==> src/rtl/gf_mult_arbiter.sv <==
// gf_mult_arbiter
// Round-robin arbiter that shares one combinational GF(2^m) multiplier among
// NUM_REQ requesters (syndrome, key-equation, Chien units of the BCH decoder).
// The winner's operands are masked to the field width, multiplied, and the
// product is captured in a single registered response slot tagged with the
// requester index.
//
// Ports
//   i_clk, i_rst_n   : clock, asynchronous active-low reset
//   i_req_valid      : per-requester request valid
//   i_req_a/b        : 10-bit operands, requester k at [10k+9:10k]
//   i_req_code       : 2-bit field code (0=GF(2^6), 1=GF(2^8), 2=GF(2^10), 3=illegal)
//   o_req_ready      : one-hot grant (or zero), accept on valid & ready
//   o_rsp_valid      : response slot full
//   o_rsp_id         : requester index of the response
//   o_rsp_product    : product, zero-extended above m bits
//   o_rsp_err        : response came from an illegal code
//   i_rsp_ready      : consumer drains the response
//   o_grant_cnt      : per-requester 16-bit saturating grant counters
//
// Build option
//   GF_MULT_ARB_STATS_EN : when defined, builds the grant counters; otherwise
//                          o_grant_cnt is tied to zero.

module gf_mult_arbiter #(
    parameter int NUM_REQ = 4,
    parameter int ID_W    = $clog2(NUM_REQ)
) (
    input  logic                  i_clk,
    input  logic                  i_rst_n,
    input  logic [NUM_REQ-1:0]    i_req_valid,
    input  logic [10*NUM_REQ-1:0] i_req_a,
    input  logic [10*NUM_REQ-1:0] i_req_b,
    input  logic [2*NUM_REQ-1:0]  i_req_code,
    output logic [NUM_REQ-1:0]    o_req_ready,
    output logic                  o_rsp_valid,
    output logic [ID_W-1:0]       o_rsp_id,
    output logic [9:0]            o_rsp_product,
    output logic                  o_rsp_err,
    input  logic                  i_rsp_ready,
    output logic [16*NUM_REQ-1:0] o_grant_cnt
);

    typedef enum logic [0:0] {
        SLOT_EMPTY = 1'b0,
        SLOT_FULL  = 1'b1
    } slot_state_t;

    // Operand mask for the field selected by code; illegal code masks everything.
    function automatic logic [9:0] field_mask(input logic [1:0] code);
        logic [9:0] m;
        case (code)
            2'd0:    m = 10'h03F;
            2'd1:    m = 10'h0FF;
            2'd2:    m = 10'h3FF;
            default: m = 10'h000;
        endcase
        return m;
    endfunction

    // Shift-and-add GF multiply; the running multiple of a is reduced by the
    // field polynomial (x^6+x+1, x^8+x^4+x^3+x^2+1, x^10+x^3+1) each step.
    function automatic logic [9:0] gf_mult(input logic [9:0] a, input logic [9:0] b,
                                           input logic [1:0] code);
        logic [9:0] acc;
        logic [9:0] sh;
        logic [9:0] msk;
        logic [9:0] top;
        logic [9:0] poly;
        case (code)
            2'd0:    begin msk = 10'h03F; top = 10'h020; poly = 10'h003; end
            2'd1:    begin msk = 10'h0FF; top = 10'h080; poly = 10'h01D; end
            2'd2:    begin msk = 10'h3FF; top = 10'h200; poly = 10'h009; end
            default: begin msk = 10'h000; top = 10'h000; poly = 10'h000; end
        endcase
        acc = 10'h000;
        sh  = a & msk;
        for (int i = 0; i < 10; i++) begin
            if (b[i]) acc = acc ^ sh;
            else      acc = acc;
            if ((sh & top) != 10'h000) sh = ((sh << 1) & msk) ^ poly;
            else                       sh = (sh << 1) & msk;
        end
        return acc;
    endfunction

    slot_state_t       state_q, state_d;
    logic [ID_W-1:0]   ptr_q, ptr_d;
    logic [ID_W-1:0]   rsp_id_q, rsp_id_d;
    logic [9:0]        rsp_product_q, rsp_product_d;
    logic              rsp_err_q, rsp_err_d;

    logic [NUM_REQ-1:0] rot_s;
    logic [ID_W-1:0]    off_s;
    logic [ID_W:0]      sum_s;
    logic [ID_W-1:0]    win_s;
    logic [ID_W-1:0]    ptr_nxt_s;
    logic               can_accept_s;
    logic               accept_s;
    logic [9:0]         sel_a_s;
    logic [9:0]         sel_b_s;
    logic [1:0]         sel_code_s;
    logic [9:0]         mask_s;

    // Round-robin winner: rotate valids so ptr sits at bit 0, find the first
    // set bit, then map the offset back to an absolute index.
    always_comb begin
        rot_s = NUM_REQ'({i_req_valid, i_req_valid} >> ptr_q);
        off_s = {ID_W{1'b0}};
        for (int k = NUM_REQ - 1; k >= 0; k--) begin
            if (rot_s[k]) off_s = ID_W'(k);
            else          off_s = off_s;
        end
        sum_s = {1'b0, ptr_q} + {1'b0, off_s};
        if (sum_s >= (ID_W+1)'(NUM_REQ)) win_s = ID_W'(sum_s - (ID_W+1)'(NUM_REQ));
        else                             win_s = sum_s[ID_W-1:0];
        if (win_s == ID_W'(NUM_REQ - 1)) ptr_nxt_s = {ID_W{1'b0}};
        else                             ptr_nxt_s = win_s + {{(ID_W-1){1'b0}}, 1'b1};
    end

    // Grant generation; held off while in reset so nothing looks accepted.
    always_comb begin
        can_accept_s = (state_q == SLOT_EMPTY) | i_rsp_ready;
        accept_s     = (|i_req_valid) & can_accept_s & i_rst_n;
        if (accept_s) o_req_ready = {{(NUM_REQ-1){1'b0}}, 1'b1} << win_s;
        else          o_req_ready = {NUM_REQ{1'b0}};
    end

    // Operand mux for the winner; the only path from operands to the slot.
    always_comb begin
        sel_a_s    = 10'h000;
        sel_b_s    = 10'h000;
        sel_code_s = 2'd0;
        for (int k = 0; k < NUM_REQ; k++) begin
            if (win_s == ID_W'(k)) begin
                sel_a_s    = i_req_a[10*k +: 10];
                sel_b_s    = i_req_b[10*k +: 10];
                sel_code_s = i_req_code[2*k +: 2];
            end else begin
                sel_a_s    = sel_a_s;
                sel_b_s    = sel_b_s;
                sel_code_s = sel_code_s;
            end
        end
        mask_s = field_mask(sel_code_s);
    end

    // Slot and pointer next state: load on accept, drain to EMPTY otherwise.
    always_comb begin
        state_d       = state_q;
        ptr_d         = ptr_q;
        rsp_id_d      = rsp_id_q;
        rsp_product_d = rsp_product_q;
        rsp_err_d     = rsp_err_q;
        if (accept_s) begin
            state_d       = SLOT_FULL;
            ptr_d         = ptr_nxt_s;
            rsp_id_d      = win_s;
            rsp_product_d = gf_mult(sel_a_s & mask_s, sel_b_s & mask_s, sel_code_s);
            rsp_err_d     = (sel_code_s == 2'd3);
        end else if (i_rsp_ready) begin
            state_d = SLOT_EMPTY;
        end else begin
            state_d = state_q;
        end
    end

    // Slot state machine and response registers.
    always_ff @(posedge i_clk or negedge i_rst_n) begin
        if (!i_rst_n) begin
            state_q       <= SLOT_EMPTY;
            ptr_q         <= {ID_W{1'b0}};
            rsp_id_q      <= {ID_W{1'b0}};
            rsp_product_q <= 10'h000;
            rsp_err_q     <= 1'b0;
        end else begin
            state_q       <= state_d;
            ptr_q         <= ptr_d;
            rsp_id_q      <= rsp_id_d;
            rsp_product_q <= rsp_product_d;
            rsp_err_q     <= rsp_err_d;
        end
    end

    assign o_rsp_valid   = (state_q == SLOT_FULL);
    assign o_rsp_id      = rsp_id_q;
    assign o_rsp_product = rsp_product_q;
    assign o_rsp_err     = rsp_err_q;

`ifdef GF_MULT_ARB_STATS_EN
    logic [15:0] cnt_q [NUM_REQ];
    logic [15:0] cnt_d [NUM_REQ];

    // Saturating grant counter per requester.
    always_comb begin
        for (int k = 0; k < NUM_REQ; k++) begin
            if (accept_s && (win_s == ID_W'(k)) && (cnt_q[k] != 16'hFFFF)) cnt_d[k] = cnt_q[k] + 16'd1;
            else                                                           cnt_d[k] = cnt_q[k];
        end
    end

    // Grant counter registers.
    always_ff @(posedge i_clk or negedge i_rst_n) begin
        if (!i_rst_n) begin
            for (int k = 0; k < NUM_REQ; k++) cnt_q[k] <= 16'h0000;
        end else begin
            for (int k = 0; k < NUM_REQ; k++) cnt_q[k] <= cnt_d[k];
        end
    end

    // Pack the counters onto the output bus.
    always_comb begin
        o_grant_cnt = {(16*NUM_REQ){1'b0}};
        for (int k = 0; k < NUM_REQ; k++) o_grant_cnt[16*k +: 16] = cnt_q[k];
    end
`else
    assign o_grant_cnt = {(16*NUM_REQ){1'b0}};
`endif

endmodule

==> config.mk <==
export PLATFORM = sky130hd
export DESIGN_NAME = gf_mult_arbiter
export DESIGN_NICKNAME = d
export VERILOG_FILES = /design/src/rtl/gf_mult_arbiter.sv
export SDC_FILE = /design/constraint.sdc
export NUM_CORES = 1
export LEC_CHECK = 0
export ABC_AREA = 1
export BUFFER_PORTS_ARGS = -buffer_cell sky130_fd_sc_hd__buf_2
export CAP_MARGIN = 20
export CORE_MARGIN = 2
export CORE_UTILIZATION = 35
export DETAILED_ROUTE_END_ITERATION = 7
export GPL_TIMING_DRIVEN = 0
export PLACE_DENSITY = 0.6
export SLEW_MARGIN = 10
export SYNTH_ARGS = -nofsm -noshare
export SYNTH_HDL_FRONTEND = slang
export SYNTH_SLANG_ARGS = --single-unit
==> constraint.sdc <==
create_clock -name i_clk -period 7.2 [get_ports i_clk]
set_clock_uncertainty 0.05 [all_clocks]
set_input_delay 1.44 -clock i_clk [delete_from_list [all_inputs] [get_ports i_clk]]
set_output_delay 1.44 -clock i_clk [all_outputs]
set_load 0.1 [all_outputs]
### Yosys cells after proc, flatten, opt, wreduce, memory -nomap -nowiden

Index checks and enable logic that the tools add are counted.

* $add $sub $neg: 3
* $lt $le $gt $ge: 1
* equal/unequal tests: 6
* shift operators: 2
* mux-type cells: 64
* bitwise operators: 43
* reductions and logical operators: 13

Operators with widths (number)
* 10-bit 2-to-1 mux: 48
* 10-bit bitwise AND: 21
* 10-bit XOR: 18
* 10-bit nonzero test: 9
* 10-bit one-hot mux with 3 select lines: 2
* 2-bit 2-to-1 mux: 10
* 5-bit one-hot mux with 3 select lines: 1
* 2-bit == test (second input constant): 4
* 8-bit by 2-bit right shift with 4-bit output: 1
* 2-bit by 1-bit == test with 1-bit output (second input constant): 2
* 2-bit logical NOT: 2
* 4-bit 2-to-1 mux: 1
* 4-bit OR reduction: 1
* 1-bit by 2-bit left shift with 4-bit output (first input constant): 1
* 2-bit by 2-bit adder with 3-bit output: 1
* 3-bit >= comparator (second input constant): 1
* 2-bit by 1-bit adder with 2-bit output (second input constant): 1
* 1-bit bitwise AND: 2
* 1-bit 2-to-1 mux: 2
* 2-bit nonzero test: 1
* 2-bit by 1-bit subtractor with 2-bit output (second input constant): 1
* 1-bit inverter: 1
* 1-bit bitwise OR: 1

* register bits after elaboration: 16
* input bits: 95
* output and inout bits: 82
* word-level logic and storage cells: 137

### Logic depth before layout (Yosys ltp)

Gate-level depths: netlist (run 1).

* depth after elaboration: 55
* mapped depth: 55
* gate-level depth less buffers: 52

### Worst setup path before layout (run 1)

OpenSTA, ideal clock, no wires.

* kind: input to register
* start: input i_req_valid[0]
* end: register rsp_product_q[5], in the netlist o_rsp_product[5]
* setup time: 0.120 ns
* data arrival time: 6.310 ns
* data required time: 7.030 ns
* setup slack: 0.720 ns
* stages on the path: 48
* path buffers: 2
* cells stage by stage: inv_1 > nand2_1 > o21ai_0 > nand2_1 > o21ai_0 > inv_1 > nand2_1 > a21boi_0 > ha_1 > inv_1 > xor2_1 > inv_1 > ha_1 > inv_2 > buf_6 > buf_2 > nor2_1 > o31ai_1 > [... 12 more ...] > nand2_2 > inv_2 > nand2_2 > nand2_4 > nand3_4 > nand2_4 > nand2_2 > nand2_2 > nand2_4 > nand2_4 > nand2_4 > nand2_1 > nand2_1 > nand2_2 > nand3_1 > or2_1 > nand3_1 > nand2_1

* longest elaborated chain between the ends: 55
* elaborated cells on any way between the ends: 122
* those cells by class: 2 x add/sub; 1 x order compare; 5 x eq/ne; 1 x shift; 60 x mux; 41 x bitwise; 12 x reduce/logical

Ends and longest elaborated chain
* start, declared: line 31 `input logic [NUM_REQ-1:0] i_req_valid,`
* 8-bit by 2-bit right shift with 4-bit output *: line 108 `rot_s = NUM_REQ'({i_req_valid, i_req_valid} >> ptr_q);`
* 2-bit 2-to-1 mux (3 in series): line 111 `if (rot_s[k]) off_s = ID_W'(k);`
* 2-bit 2-to-1 mux *: line 111
* 2-bit by 2-bit adder with 3-bit output *: line 114 `sum_s = {1'b0, ptr_q} + {1'b0, off_s};`
* net sum_s[1]: line 95 `logic [ID_W:0] sum_s;`
* 3-bit >= comparator / 2-bit by 1-bit subtractor with 2-bit output (equally long branches): line 115 `if (sum_s >= (ID_W+1)'(NUM_REQ)) win_s = ID_W'(sum_s - (ID_W+1)'(NUM_REQ));`
* 2-bit 2-to-1 mux *: line 115
* 2-bit logical NOT: line 135 `if (win_s == ID_W'(k)) begin`
* [... 38 more ...]
* 10-bit 2-to-1 mux: line 81 `if ((sh & top) != 10'h000) sh = ((sh << 1) & msk) ^ poly;`
* 10-bit 2-to-1 mux: line 155 `if (accept_s) begin`
* 10-bit bitwise AND (on tied branches): line 81, 82
* 10-bit nonzero test / 10-bit XOR (equally long branches): line 81
* 10-bit 2-to-1 mux: line 81
* 10-bit 2-to-1 mux: line 155
* 10-bit XOR: line 79 `if (b[i]) acc = acc ^ sh;`
* 10-bit 2-to-1 mux *: line 79
* end signal, assigned: line 180 `rsp_product_q <= rsp_product_d;`
* end, declared: line 90 `logic [9:0] rsp_product_q, rsp_product_d;`

The timed path passes the listed nets; every way through them passes the cells marked *. The select of a mux whose other input is x is not followed.
A chain may end at the register's enable or synchronous reset.

### Final worst setup path (run 1)

* start: input i_req_valid[3]
* end: register rsp_product_q[7], in the netlist o_rsp_product[7]

Same word-level chain as after synthesis.

==> summary.txt, run 1 <==
Status
  – Outcome: complete, no violations

Final layout
  – Antenna diode instance count: 0
  – Area grow syn2layout: 24.7%
  – NumNets Final: between 1000 and 1500
  – Layout cells sized above 1: 0.291
  – Most frequent cells in the layout: 289 x nand2_1, 119 x buf_2, 97 x nor2_1
  – Most common cell after layout, fill and taps aside: nand2_1

Routing
  – Drt pass-1 iters: 5
  – Number of vias per cell: 4.55
  – Drt total wl: 15300 um
  – First DRT Iteration DRCs: approximately 230
  – Routed len/inst: approximately 12 um
  – Total number of vias: ~5900
  – Routed Antenna Nets: 0
  – DR DRC count: 0

CTS
  – Clock latency on the worst-skew pair: approximately 0.24 ns
  – TritonCTS clock tree: built
  – Clock Sink Count: 16
  – Clock buffer depth: 2
  – Clk root buf: clkbuf_16
  – Num CTS Buffers: 3
  – H-tree depth: 1
  – Reg clk slew, reported paths: ~0.040 ns

Placed design
  – RePlAce Congestion: 0.837
  – Port Buf Inserts: between 100 and 150
  – Pre-CTS setup slack: -0.539 ns
  – Post-DP HPWL: 12700 um

Die
  – DIE AREA: ~16000 sq um
  – Die height: 128 um
  – I/O pin cnt: 177
  – Core area: 15000 sq um
  – Die W: approximately 130 um
  – Starting Density: 0.355
  – Row cnt: 45

Logic synthesis
  – Synth warnings: 0
  – Ys async rst share: 1.00
  – Synth Flop Type: dfrtp_1
  – Mapped Cells: slightly above 900
  – Register bit total from synthesis: 16
  – Post-synth EDFFs: 0
  – Syn avg cell area: ~5.7 sq um
  – Unique cell type count in the Yosys netlist: 43
  – Area of the mapped netlist: between 5000 and 6000 sq um
  – Register area share after synthesis: 0.0749

Timing
  – Max Slew Vio Count: 0
  – Slew @ Worst Pin: about 0.7 ns
  – Highest Clock Rate: between 100 and 150 MHz
  – Final setup viols: 0
  – Relative slew margins: 0.546
  – Final Hold Fails: 0
  – Period utilization: 0.930
  – Clock period minus worst slack: roughly 6.7 ns
  – Final WS setup: between 0.5 and 0.6 ns

Critical path
  – CP required: around 7.3 ns
  – Worst Path Arrival: ~6.8 ns
  – Crit-path max cell delay: about 0.27 ns
  – Slowest CP cell: buf_2
  – CP dominant cell by count: buf_4
  – Critical path startpoint: i_req_valid[3]
  – CP max FO: 10
  – Reg2reg path depth: 35
  – Reg-to-reg slack, setup: ~1.2 ns
  – R2r endpoint: o_rsp_product[7]
  – Crit Reg-Reg Startpoint: ptr_q[0]
  – Worst setup path category: input port to flip-flop
  – Startpoint Class: input port
  – Critical Path Sink Type: flip-flop

Global routing
  – Pin count of the biggest net entering global routing: 20
  – Initial antenna violation count: 0
  – Total global routing overflow: 0
  – Overall routing resource usage: 0.182
  – Vias in the first global route: about 5300
  – First-pass GRT wire length: 25200 um

Run
  – Max Cap Viol: 0

Worst hold path
  – Worst min path class: flip-flop to flip-flop
  – Worst hold path endpoint: o_rsp_product[4]
  – Hold path startpoint: o_rsp_product[4]
  – Worst Hold Depth: 2
[flip-flops by register name, indices dropped and copies added, names as in the netlist]
name / cells
o_rsp_err: 1
o_rsp_id: 2
o_rsp_product: 10
o_rsp_valid: 1
ptr_q: 2
[layout make-up]
class                   instances  area (sq um)
fillers                      1662          8370
multi-input cells             790          4260
plain buffers                  95           734
repair buffers                118           606
flip-flops and latches         16           400
inverters                      89           350
well taps                     188           235
clock buffers                   3          75.1
[cells in the mapped netlist (3+ instances only)]
library cell / number / area share
buf_2: 11 / 0.010
ha_1: 9 / 0.021
buf_6: 7 / 0.015
nand2_4: 15 / 0.032
inv_2: 12 / 0.0084
xnor2_1: 17 / 0.028
nor2_1: 100 / 0.070
nand3_1: 84 / 0.079
o22ai_1: 3 / 0.0035
a21oi_2: 3 / 0.0049
o21ai_1: 5 / 0.0047
nand4_1: 16 / 0.019
o31ai_1: 10 / 0.014
nand3_2: 8 / 0.015
clkinv_1: 3 / 0.0021
nand2_1: 292 / 0.21
nor2_2: 6 / 0.0070
nand3_4: 5 / 0.016
o21ai_0: 16 / 0.015
buf_4: 77 / 0.11
xor2_1: 53 / 0.087
dfrtp_1: 16 / 0.075
a21oi_1: 35 / 0.033
inv_1: 73 / 0.051
nand2_2: 31 / 0.036
[metal layers]
metal,global-route usage,share of wire,vias to the layer above
li1,-,-,3165
met1,0.242,0.47,2611
met2,0.332,0.48,119
met3,0.0109,0.036,14
met4,0.0252,0.011,0
met5,0,0,-
[worst max path at each step]
stage                  endpoint  slack (ns)  cells after the start
6_report       o_rsp_product[7]        0.51                     35
3_5_place_dp   o_rsp_product[0]       -0.54                     43
5_1_grt        o_rsp_product[4]      -0.002                     51
2_1_floorplan  o_rsp_product[5]        0.72                     48
4_1_cts        o_rsp_product[0]        0.04                     38
3_3_place_gp   o_rsp_product[3]       -0.52                     46
[critical path, delay by kind of cell]
kind | cells | cell delay (ns)
compound gates | 5 | 0.72
xor+xnor | 6 | 1.17
fa+ha+maj | 3 | 0.53
buf+inv | 14 | 2.18
simple gates | 7 | 0.71
[kinds of logic after synthesis]
group	after synthesis	synth area share
compound gates	81	0.0897
xor+xnor	70	0.115
fa+ha+maj	9	0.0211
buf+inv	189	0.202
flops	16	0.0749
other cells	1	0.000702
simple gates	566	0.497
[through the flow]
stage	util	cells	hold slack (ns)	area, sq um	TNS, ns
after floorplan	-	995	0.581	5580	0
after global placement	0.424	1295	0.408	6370	-3.82
after detailed placement	0.424	1295	0.411	6370	-4.13
after CTS	0.429	1296	0.424	6450	0
after global routing	0.443	1299	0.444	6660	-0.00238
final	0.443	1299	0.417	6660	0
[repair_timing]
action,4_1_cts,5_1_grt
endpoints found under the hold margin,0,0
setup endpoints to repair,8,10
pin swaps,0,1
buffers inserted,0,6
hold buffers,0,0
gates resized for setup,3,44
Power of run 1 is left out: the tool's default activity adds up to more than one toggle a clock period on the data nets, which glitch-free logic cannot reach.
==> run 2: changes to the inputs <==
--- a/config.mk
+++ b/config.mk
@@ -12,7 +12,8 @@
 export CORE_UTILIZATION = 35
 export DETAILED_ROUTE_END_ITERATION = 7
 export GPL_TIMING_DRIVEN = 0
-export PLACE_DENSITY = 0.6
+export MAX_ROUTING_LAYER = met4
+export PLACE_DENSITY = 0.62
 export SLEW_MARGIN = 10
 export SYNTH_ARGS = -nofsm -noshare
 export SYNTH_HDL_FRONTEND = slang
==> run 2 against run 1 <==
Fmax grew 1.4%; worst hold slack gained 0.0044 ns; sequential cell count is the same; clock-buffer cell count grew 1; final cell count is essentially flat; via count grew 1.7%.
==> summary.txt, run 2 (synthesis results as in run 1) <==
Global routing
  – Grt met3 use: 0.00796 (-0.00293)
  – First-pass GRT wire length: 25400 um (+0.77%)
  – Total global routing overflow: 0 (unchanged)
  – Vias in the first global route: 5459 (+2.4%)
  – Most Used Layer, Global Route: met2
  – Met1 GRT Util: 0.244 (+0.00234)
  – Overall routing resource usage: 0.189 (+0.00648)
  – Initial antenna violation count: 0 (unchanged)
  – GR Layer Usage met2: 0.336 (+0.00346)
  – Pin count of the biggest net entering global routing: 20 (unchanged)

Die
  – I/O pin cnt: 177 (unchanged)
  – Die height: 128 um (unchanged)
  – Core area: 15000 sq um (unchanged)
  – DIE AREA: 16300 sq um (unchanged)
  – Starting Density: 0.355 (unchanged)
  – Row cnt: 45 (unchanged)
  – Die W: 128 um (unchanged)

CTS
  – # hold bufs at CTS: 0 (unchanged)
  – Clk root buf: clkbuf_16
  – H-tree depth: 1 (unchanged)
  – TritonCTS clock tree: built
  – Num CTS Buffers: 3 (unchanged)
  – Reg clk slew, reported paths: 0.05 ns (about the same)
  – Clock latency on the worst-skew pair: 0.24 ns (about the same)
  – Clock buffer depth: 2 (unchanged)
  – Clock Sink Count: 16 (unchanged)

Run
  – Max Cap Viol: 0 (unchanged)

Worst hold path
  – Hold path startpoint: o_rsp_product[3]
  – Worst min path class: flip-flop to flip-flop

Timing
  – Final Hold Fails: 0 (unchanged)
  – Highest Clock Rate: 152 MHz (+1.4%)
  – Relative slew margins: 0.494 (-0.0518)
  – Slew @ Worst Pin: 0.756 ns (+0.0749 ns)
  – Period utilization: 0.917 (-0.0130)
  – Clock period minus worst slack: 6.60 ns (-0.0935 ns)
  – Max Slew Vio Count: 0 (unchanged)
  – Hold slack: 0.421 ns (+0.00439 ns)
  – Final setup viols: 0 (unchanged)

Routing
  – First DRT Iteration DRCs: 290 (+24%)
  – DR DRC count: 0 (unchanged)
  – Drt pass-1 iters: 5 (unchanged)
  – Number of vias per cell: 4.62 (+1.6%)
  – Routed Antenna Nets: 0 (unchanged)
  – Total number of vias: 6009 (+1.7%)
  – Drt total wl: 15300 um (-0.50%)
  – Routed len/inst: 11.7 um (-0.58%)

Final layout
  – Largest register FFs: 10 (unchanged)
  – Most common cell after layout, fill and taps aside: nand2_1
  – Antenna diode instance count: 0 (unchanged)
  – Area grow syn2layout: 24.2%
  – Layout cells sized above 1: 0.287 (-0.00386)
  – NumNets Final: 1217 (unchanged)
  – Non-filler cells, final: 1300 (+0.077%)
  – Most frequent cells in the layout: 288 x nand2_1, 119 x buf_2, 100 x nor2_1
  – Fillers: 1679 (+1.0%)

Critical path
  – Critical Path Sink Type: flip-flop
  – Startpoint Class: input port
  – Critical path startpoint: i_req_valid[0]
  – CP required: 7.29 ns (about the same)
  – CP dominant cell by count: nand2_1
  – Worst Path Arrival: 6.69 ns (-0.08 ns)
  – CP max FO: 19 (+9)
  – Slowest CP cell: ha_4
  – Worst setup path category: input port to flip-flop
  – Crit Reg-Reg Startpoint: ptr_q[0]
  – Crit-path max cell delay: 0.30 ns (+0.03 ns)

Placed design
  – Port Buf Inserts: 112 (unchanged)
  – RePlAce Congestion: 0.859 (+2.6%)
  – Post-DP HPWL: 12700 um (-0.44%)
  – Placed insts: 1295 (unchanged)

Status
  – Outcome: complete, no violations
[run 2: worst paths after layout]
kind | end | slack [ns] | cells after the start
max in group asynchronous | o_rsp_valid | 5.77 | 1
worst min-delay path | o_rsp_product[3] | 0.42 | 2
min in group asynchronous | o_rsp_err | 1.06 | 1
worst max-delay path | o_rsp_product[3] | 0.60 | 49
worst max register to register | o_rsp_product[3] | 1.28 | 45
worst min register to register | o_rsp_product[3] | 0.42 | 2
[run 2: layout make-up]
class	count	area (sq um)	share of cell area
multi-input cells	790	4230	0.637
plain buffers	95	731	0.110
repair buffers	118	606	0.0912
flip-flops and latches	16	400	0.0603
inverters	89	350	0.0528
well taps	188	235	0.0354
clock buffers	4	88.8	0.0134
[run 2: through the flow]
stage	utilization	worst slack (ns)	area [sq um]	setup TNS (ns)
6_report	0.442	0.599	6640	0
5_1_grt	0.442	-0.00938	6640	-0.00938
4_1_cts	0.430	0.0852	6460	0
3_5_place_dp	0.424	-0.494	6370	-3.58
3_3_place_gp	0.424	-0.497	6370	-3.60
2_1_floorplan	-	0.720	5580	0
[run 2: per-layer routing]
metal	up-vias	part of all wire
met1	2636	0.46
li1	3177	-
met2	177	0.48
met4	0	0.013
met5	-	0
met3	19	0.046
[run 2: what timing repair did]
item	CTS	global route
setup buffers	0	6
pin swaps	0	5
resized for setup	2	35
endpoints found under the setup margin	7	10
[run 2: critical path: cells and delay by family]
family                   cells  cell delay (ns)
buffers and inverters       10             0.91
AND/OR/NAND/NOR             29             2.55
XOR/XNOR                     1             0.19
adder cells (fa/ha/maj)      3             0.68
AO/OA/AOI/OAI                6             0.88
Power of run 2 is left out for the same reason.
==> run 3: changes to the inputs <==
--- a/config.mk
+++ b/config.mk
@@ -13,7 +13,8 @@
 export DETAILED_ROUTE_END_ITERATION = 7
 export GPL_TIMING_DRIVEN = 0
 export MAX_ROUTING_LAYER = met4
-export PLACE_DENSITY = 0.62
+export PLACE_DENSITY = 0.64
+export RECOVER_POWER = 25
 export SLEW_MARGIN = 10
 export SYNTH_ARGS = -nofsm -noshare
 export SYNTH_HDL_FRONTEND = slang
==> constraint.sdc (replaced) <==
create_clock -name i_clk -period 6.07 [get_ports i_clk]
set_clock_uncertainty 0.05 [all_clocks]
set_input_delay 1.214 -clock i_clk [delete_from_list [all_inputs] [get_ports i_clk]]
set_output_delay 1.214 -clock i_clk [all_outputs]
set_load 0.1 [all_outputs]
==> run 3 against run 2 <==
Die area is the same; worst hold slack worse by 0.0060 ns; via count grew 4.5%; critical endpoint is now o_rsp_product[1]; highest routed layer unchanged; first-iteration DRC count unchanged.
==> summary.txt, run 3 (synthesis results as in run 1) <==
Routing
  – DR DRC count: 0 (unchanged)
  – Drt pass-1 iters: 5 (unchanged)
  – Number of vias per cell: 4.64 (+0.33%)
  – First DRT Iteration DRCs: 290 (unchanged)
  – Total number of vias: 6279 (+4.5%)
  – Routed len/inst: 12.1 um (+2.8%)
  – Routed Antenna Nets: 0 (unchanged)
  – Drt total wl: 16300 um (+7.1%)

Run
  – Max Cap Viol: 0 (unchanged)

Final layout
  – Non-filler cells, final: 1354 (+4.2%)
  – NumNets Final: 1271 (+4.4%)
  – Largest register FFs: 10 (unchanged)
  – Area grow syn2layout: 42.9%
  – Final instance area: 7630 sq um (+15%)
  – Most frequent cells in the layout: 254 x nand2_1, 127 x buf_4, 115 x buf_2
  – Most common cell after layout, fill and taps aside: nand2_1
  – Layout cells sized above 1: 0.402 (+0.115)
  – Antenna diode instance count: 0 (unchanged)

CTS
  – Clock buffer depth: 2 (unchanged)
  – Clk root buf: clkbuf_16
  – Clock latency on the worst-skew pair: 0.24 ns (about the same)
  – TritonCTS clock tree: built
  – Clock Sink Count: 16 (unchanged)
  – Reg clk slew, reported paths: 0.04 ns (about the same)
  – # hold bufs at CTS: 0 (unchanged)
  – H-tree depth: 1 (unchanged)
  – Num CTS Buffers: 3 (unchanged)

Global routing
  – Overall routing resource usage: 0.198 (+0.00875)
  – Initial antenna violation count: 0 (unchanged)
  – Pin count of the biggest net entering global routing: 29 (+45%)
  – Total global routing overflow: 0 (unchanged)
  – First-pass GRT wire length: 26400 um (+4.2%)
  – Vias in the first global route: 5694 (+4.3%)

Die
  – DIE AREA: 16300 sq um (unchanged)
  – Die W: 128 um (unchanged)
  – Starting Density: 0.355 (unchanged)
  – Row cnt: 45 (unchanged)
  – Core area: 15000 sq um (unchanged)
  – I/O pin cnt: 177 (unchanged)
  – Die height: 128 um (unchanged)

Timing
  – Setup_tns: 0 ns (unchanged)
  – Final setup viols: 0 (unchanged)
  – Final Hold Fails: 0 (unchanged)
  – Final WS setup: 0.0357 ns (-0.564 ns)
  – Highest Clock Rate: ~170 MHz
  – Relative slew margins: 0.449 (-0.0449)
  – Max Slew Vio Count: 0 (unchanged)
  – Clock period minus worst slack: between 6 and 7 ns
  – RSZ-0062 raised after global routing: yes
  – Period utilization: 0.994
  – Slew @ Worst Pin: 0.826 ns (+0.0702 ns)

Placed design
  – RePlAce Congestion: 0.865 (+0.70%)
  – Pre-CTS setup slack: -1.05 ns (-0.559 ns)
  – Post-DP Area: 6420 sq um (+0.77%)
  – Placed insts: 1295 (unchanged)
  – Post-DP HPWL: 12500 um (-1.5%)
  – Port Buf Inserts: 112 (unchanged)

Critical path
  – Worst Path Arrival: 6.11 ns (-0.58 ns)
  – Worst setup path category: input port to flip-flop
  – CP dominant cell by count: nand2_1
  – Crit-path max cell delay: 0.36 ns (+0.06 ns)
  – Reg-to-reg slack, setup: 0.32 ns (-0.96 ns)
  – Startpoint Class: input port
  – CP required: 6.15 ns (-1.14 ns)
  – CP max FO: 7 (-12)
  – Critical Path Sink Type: flip-flop
  – Slowest CP cell: ha_4

Status
  – Outcome: complete, no violations

Worst hold path
  – Worst min path class: flip-flop to flip-flop
==> run 3: cell types whose count changed in the layout (fill, tap and decap cells not counted), moves of 9 or more <==
| cell | previous run | this run |
|---|---|---|
| nand2_4 | 14 | 26 |
| nand2_1 | 288 | 254 |
| o21ai_2 | 1 | 10 |
| nand3_1 | 84 | 71 |
| nand3_2 | 6 | 19 |
| nor2_1 | 100 | 88 |
| inv_1 | 71 | 60 |
| nand2_2 | 35 | 59 |
| buf_4 | 81 | 127 |
==> run 3: metrics by stage <==
stage | utilization | hold WS, ns
3_3_place_gp | 0.427 | 0.409
6_report | 0.508 | 0.415
3_5_place_dp | 0.427 | 0.411
4_1_cts | 0.479 | 0.424
5_1_grt | 0.508 | 0.449
2_1_floorplan | - | 0.581
==> run 3: path summary, 6_finish.rpt <==
path / from / to / cells after the start
setup reg to reg: ptr_q[0] / o_rsp_product[1] / 41
hold / removal: o_rsp_product[4] / o_rsp_product[4] / 2
setup / recovery: i_req_valid[0] / o_rsp_product[1] / 43
max in group asynchronous: i_rst_n / o_rsp_err / 1
min in group asynchronous: i_rst_n / o_rsp_product[7] / 1
hold reg to reg: o_rsp_product[4] / o_rsp_product[4] / 2
==> run 3: area by class of cell <==
type | instances | area, sq um
Fill cell | 1566 | 7400
Multi-Input combinational cell | 792 | 4710
Timing Repair Buffer | 175 | 1110
Buffer | 90 | 731
Sequential cell | 16 | 400
Inverter | 89 | 365
Tap cell | 188 | 235
Clock buffer | 4 | 88.8
==> run 3: timing repair <==
item                       CTS  global route
gates resized for setup    108            78
hold endpoints to repair     0             0
gates cloned                 3             1
pin swaps                   40            50
setup endpoints to repair   10            10
setup buffers               39            22
==> run 3: worst max-delay path: cells and delay by family <==
family	cells	cell delay (ns)
xor gates and xnor gates	2	0.38
AOI/OAI and AO/OA	7	0.81
buffers and inverters	11	1.08
and+or+nand+nor	20	1.87
adders and majority gates	3	0.73
==> run 3: routing by layer <==
| layer | wire length, um | track usage | vias up | part of all wire |
|---|---|---|---|---|
| met4 | 150 | 0.0297 | 0 | 0.0092 |
| met3 | 728 | 0.00586 | 16 | 0.045 |
| li1 | - | - | 3288 | - |
| met2 | 7960 | 0.347 | 158 | 0.49 |
| met5 | 0 | - | - | 0 |
| met1 | 7500 | 0.259 | 2817 | 0.46 |
Power of run 3 is left out for the same reason.
